<file path="config.mk">
export PLATFORM = sky130hd
export DESIGN_NAME = switch_led_ctrl
export DESIGN_NICKNAME = d
export VERILOG_FILES = /design/src/rtl/switch_led_ctrl.sv
export SDC_FILE = /design/constraint.sdc
export NUM_CORES = 1
export LEC_CHECK = 0
export BUFFER_PORTS_ARGS = -buffer_cell sky130_fd_sc_hd__buf_4
export CORE_ASPECT_RATIO = 0.6
export CORE_MARGIN = 10
export CORE_UTILIZATION = 56
export CTS_CLUSTER_SIZE = 14
export DETAILED_ROUTE_END_ITERATION = 12
export GPL_ROUTABILITY_DRIVEN = 1
export GPL_TIMING_DRIVEN = 0
export PLACE_DENSITY = 0.73
export SKIP_LAST_GASP = 1
export SYNTH_ARGS = -nofsm -noshare
export SYNTH_HDL_FRONTEND = slang
export SYNTH_SLANG_ARGS = --single-unit
</file>
<file path="constraint.sdc">
create_clock -name SYSTEMCLOCK -period 2 [get_ports SYSTEMCLOCK]
set_clock_uncertainty 0.1 [all_clocks]
set_input_delay 0.3 -clock SYSTEMCLOCK [delete_from_list [all_inputs] [get_ports SYSTEMCLOCK]]
set_output_delay 0.3 -clock SYSTEMCLOCK [all_outputs]
set_load 0.05 [all_outputs]
</file>
<file path="src/rtl/switch_led_ctrl.sv">
// Board switch/LED front end: per-channel synchroniser + debouncer feeding a
// four-mode LED display (follow, toggle, blink, chase), plus debounced level/edge exports.

module switch_led_lane #(
   parameter int DEBOUNCE_CYCLES = 1000000,
   parameter int CNT_W           = 20
) (
   input  logic clk,
   input  logic rst_n,
   input  logic sw_raw,
   output logic stable,
   output logic rise,
   output logic tog
);

   localparam logic [CNT_W-1:0] CNT_MAX = CNT_W'(DEBOUNCE_CYCLES - 1);

   logic             sync1_q, sync2_q;
   logic [CNT_W-1:0] cnt_q, cnt_d;
   logic             stable_q, stable_d;
   logic             rise_q, rise_d;
   logic             tog_q, tog_d;

   always_comb begin
      cnt_d    = '0;
      stable_d = stable_q;
      rise_d   = 1'b0;
      tog_d    = tog_q ^ rise_q;
      // Any cycle that agrees with the stable level restarts the count.
      if (sync2_q != stable_q) begin
         if (cnt_q == CNT_MAX) begin
            stable_d = sync2_q;
            rise_d   = sync2_q;
         end else begin
            cnt_d = cnt_q + 1'b1;
         end
      end
   end

   always_ff @(posedge clk or negedge rst_n) begin
      if (!rst_n) begin
         sync1_q  <= 1'b0;
         sync2_q  <= 1'b0;
         cnt_q    <= '0;
         stable_q <= 1'b0;
         rise_q   <= 1'b0;
         tog_q    <= 1'b0;
      end else begin
         sync1_q  <= sw_raw;
         sync2_q  <= sync1_q;
         cnt_q    <= cnt_d;
         stable_q <= stable_d;
         rise_q   <= rise_d;
         tog_q    <= tog_d;
      end
   end

   assign stable = stable_q;
   assign rise   = rise_q;
   assign tog    = tog_q;

endmodule

module switch_led_ctrl #(
   parameter int N_CH            = 4,
   parameter int DEBOUNCE_CYCLES = 1000000,
   parameter int BLINK_HALF      = 25000000,
   parameter int CNT_W           = 20,
   parameter int BLK_W           = 25
) (
   input  logic            SYSTEMCLOCK,
   input  logic            PUSH_BUTTON_RESET_RAW,
   input  logic [N_CH-1:0] Switch_input,
   input  logic [1:0]      Mode,
   output logic [N_CH-1:0] LED_output,
   output logic [N_CH-1:0] sw_stable,
   output logic [N_CH-1:0] sw_rise
);

   typedef enum logic [1:0] {
      MODE_FOLLOW = 2'd0,
      MODE_TOGGLE = 2'd1,
      MODE_BLINK  = 2'd2,
      MODE_CHASE  = 2'd3
   } mode_e;

   localparam logic [BLK_W-1:0] BLK_MAX = BLK_W'(BLINK_HALF - 1);

   logic [N_CH-1:0]  tog;
   logic [BLK_W-1:0] blk_q, blk_d;
   logic             phase_q, phase_d;
   logic [N_CH-1:0]  chase_q, chase_d, chase_rot;
   logic [N_CH-1:0]  led_q, led_d;
   logic             wrap, any_on;

   for (genvar i = 0; i < N_CH; i++) begin : g_lane
      switch_led_lane #(
         .DEBOUNCE_CYCLES(DEBOUNCE_CYCLES),
         .CNT_W          (CNT_W)
      ) u_lane (
         .clk   (SYSTEMCLOCK),
         .rst_n (PUSH_BUTTON_RESET_RAW),
         .sw_raw(Switch_input[i]),
         .stable(sw_stable[i]),
         .rise  (sw_rise[i]),
         .tog   (tog[i])
      );
   end

   if (N_CH == 1) begin : g_rot1
      assign chase_rot = chase_q;
   end else begin : g_rotn
      assign chase_rot = {chase_q[N_CH-2:0], chase_q[N_CH-1]};
   end

   assign wrap   = (blk_q == BLK_MAX);
   assign any_on = |sw_stable;

   always_comb begin
      blk_d   = wrap ? '0 : blk_q + 1'b1;
      phase_d = phase_q ^ wrap;
      chase_d = chase_q;
      if (wrap && any_on) chase_d = chase_rot;
      led_d = '0;
      case (mode_e'(Mode))
         MODE_FOLLOW: led_d = sw_stable;
         MODE_TOGGLE: led_d = tog;
         MODE_BLINK:  led_d = sw_stable & {N_CH{phase_q}};
         MODE_CHASE:  led_d = any_on ? chase_q : '0;
         default:     led_d = '0;
      endcase
   end

   always_ff @(posedge SYSTEMCLOCK or negedge PUSH_BUTTON_RESET_RAW) begin
      if (!PUSH_BUTTON_RESET_RAW) begin
         blk_q   <= '0;
         phase_q <= 1'b0;
         chase_q <= N_CH'(1);
         led_q   <= '0;
      end else begin
         blk_q   <= blk_d;
         phase_q <= phase_d;
         chase_q <= chase_d;
         led_q   <= led_d;
      end
   end

   assign LED_output = led_q;

endmodule

</file>
==> impl_metrics.yaml <==
sta:
  post-route-period-util_pct: 103.1
  rsz0062_at_grt: "yes"
  worst_pin_slew_ns: 0.5947
  finalMaxSlewViolations: 0
  fin_hold_ws_ns: 0.1495
  layout_setup_ws_ns: -0.06177
  finalHoldViolations: 0
  slew-limit-headroom_pct: 60.35
  fmax_mhz: 485.0
  layout_min_cycle_time_ns: 2.062
  setup_viol: 3
run_status:
  status: "finished, violations left"
  failed_checks: "negative setup slack"
yosys:
  synthMuxAreaShare_pct: 2.194
  avgSynthCellArea_sq_um: 10.28
  synth_xor_area_share_pct: 9.189
  synth_top_area_cell: "dfrtp_1"
  synth-async-reset-ratio_pct: 100.0
  synth-seq-cells: 134
  synthFlopType: "dfrtp_1"
  synth_top_family_by_area: "simple AND/OR/NAND/NOR gates"
  syn_nets: 634
  synth_edf_count: 0
  yosysTopAreaCellShare_pct: 52.12
  synth_area_leaders: "dfrtp_1 (52%), xor2_1 (5.2%), xnor2_1 (4.0%)"
  yosys.cell_types.count: 42
  synthSimpleGateAreaFrac_pct: 24.57
  synthAdderAreaFrac_pct: 0.9796
  synth_compound_gate_area_share_pct: 7.641
  synth_area_sq_um: 6386
  yosysWarnings: 0
  syn_inst: 621
  yosysSeqAreaShare_pct: 52.53
detailed_routing:
  dr.pass1.iters: 5
  routed_via_density: 6.007
  num_vias: 5310
  drtAntennaViolNets: 0
  wl_per_cell_um: 17.60
  drtIter0Drc: 487
  routed_wl_um: 15560
  route.detailed.drc: 0
critical_path:
  cp.arrival_ns: 2.29
  crit_fanout: 6
  start_kind: "flop"
  cp.required_ns: 2.23
  worstSetupPathType: "flop to flop"
  cp-end-kind: "flop"
global_route:
  grt_overflow: 0
  antenna_found_initial: 0
  grt_max_degree: 72
  first_global_vias: 5103
  grt_pass1_wl_um: 24950
  grt_use_total_pct: 18.91
cts:
  insertion_delay_ns: 0.41
  clk_pin_slew_worst_paths_ns: 0.06
  clock_path_buffers: 2
  htree_levels: 4
  cts_sinks: 134
  cts_tree: "built"
  cts_root_buf: "clkbuf_16"
  cts_buffers: 17
pwr:
  ir_worst_vdd_mv: 0.5571
  p_leak_nw: 3.568
  powerDensity_nw_per_um2: 713.0
  finalPower_mw: 5.807
floorplan:
  fp.coreArea_sq_um: 11220
  die_x_um: 157.9
  die_h_um: 102.7
  pin_count: 20
  dieArea_sq_um: 16220
  start_util_pct: 56.90
  placementRows: 30
job:
  maxCapViolations: 0
placed_design:
  portBuffers: 18
  dp_cells: 784
  dp_hpwl_um: 9040
  gp_congestion: 0.8178
  dp_slack_ns: -0.5157
cells_and_area:
  synthToLayoutAreaGrowth_pct: 27.55
  final_common_cell: "dfrtp_1"
  nNetsFinal: 740
  drive_gt1_share_pct: 27.70
  final_cell_mix: "dfrtp_1 (122), buf_4 (95), nor2_1 (64)"
  final_cells: 884
  utilization_pct: 72.58
  diodes: 0
worst_hold_path:
  hp-class: "input pin to flop"
-- state kept, by name, indices dropped and copies added (netlist names) --
name,cells
g_lane.u_lane.sync2_q,4
chase_q,4
blk_q,25
g_lane.u_lane.tog,4
g_lane.u_lane.cnt_q,80
LED_output,4
g_lane.u_lane.stable,4
g_lane.u_lane.sync1_q,4
g_lane.u_lane.rise,4
phase_q,1
-- power breakdown --
part           internal (mW)  total (mW)  switching (mW)  leakage, nW
clock network           1.71        2.82            1.11        0.261
registers               2.74        2.77          0.0255         1.81
logic                 0.0872       0.222           0.135         1.50
total                   4.54        5.81            1.27         3.57
-- through the flow --
step | cell area [sq um] | setup TNS, ns
3_3_place_gp | 6730 | -12.94
5_1_grt | 8145 | -0.7675
2_1_floorplan | 6415 | 0
6_report | 8145 | -0.09274
4_1_cts | 7740 | -1.533
3_5_place_dp | 6761 | -17.83
-- worst max-delay path: stages (launching register included) --
cell and delay, ns:
dfrtp_1 0.40, buf_4 0.14, nand4_1 0.16, or4_4 0.51, or4_1 0.53, a21oi_1 0.14
-- per-layer routing --
layer	share of wire, %	GRT usage [%]	vias up
li1	-	-	2436
met1	44	24.99	2657
met2	49	30.28	190
met3	5.5	4.167	27
met4	1.5	6.652	0
met5	0	0	-
-- area by class of cell --
class	instances	area, sq um
Inverter	14	52.55
Buffer	18	130.1
Multi-Input combinational cell	447	3124
Timing Repair Buffer	95	759.5
Clock buffer	27	503.0
Sequential cell	134	3368
Tap cell	144	180.2
Fill cell	714	3078
Clock inverter	5	27.53
-- path summary, 6_finish.rpt --
kind | startpoint | endpoint | slack (ns) | depth (start not counted)
max reg2reg | blk_q[0] | blk_q[21] | -0.06 | 5
max | blk_q[0] | blk_q[21] | -0.06 | 5
max in group asynchronous | PUSH_BUTTON_RESET_RAW | g_lane[3].u_lane.cnt_q[7] | 0.69 | 3
min in group asynchronous | PUSH_BUTTON_RESET_RAW | g_lane[0].u_lane.cnt_q[4] | 0.33 | 2
min | Mode[1] | LED_output[3] | 0.15 | 3
min reg2reg | g_lane[3].u_lane.sync1_q | g_lane[3].u_lane.sync2_q | 0.26 | 0
-- timing repair --
item,CTS,global route
pin swaps,12,26
setup endpoints to repair,76,75
buffers inserted,39,31
hold endpoints to repair,67,0
gates cloned,0,1
resized for setup,29,55
hold buffers,5,0
-- kinds of logic (layout without fill, tap and decap cells) --
family | after synthesis | in the layout
simple gates | 281 | 281
flops | 134 | 134
compound gates | 81 | 81
xor+xnor | 67 | 67
buf+inv | 40 | 159
mux | 13 | 13
fa+ha+maj | 5 | 5
-- cells in the mapped netlist, drive strengths merged, types with 5 or more instances --
cell type  count
a21oi         36
and4           7
nand2         41
nor4          12
buf           11
mux2           8
and3          12
ha             5
clkbuf        15
or4           20
inv           14
or3           20
xor2          38
nor2          64
and2           7
nor3          17
nand4b         7
dfrtp        133
nand3         35
mux2i          5
xnor2         29
nand4         22
o21ai         26
o31ai         14
No activity file was read; power rests on OpenSTA's default activity.
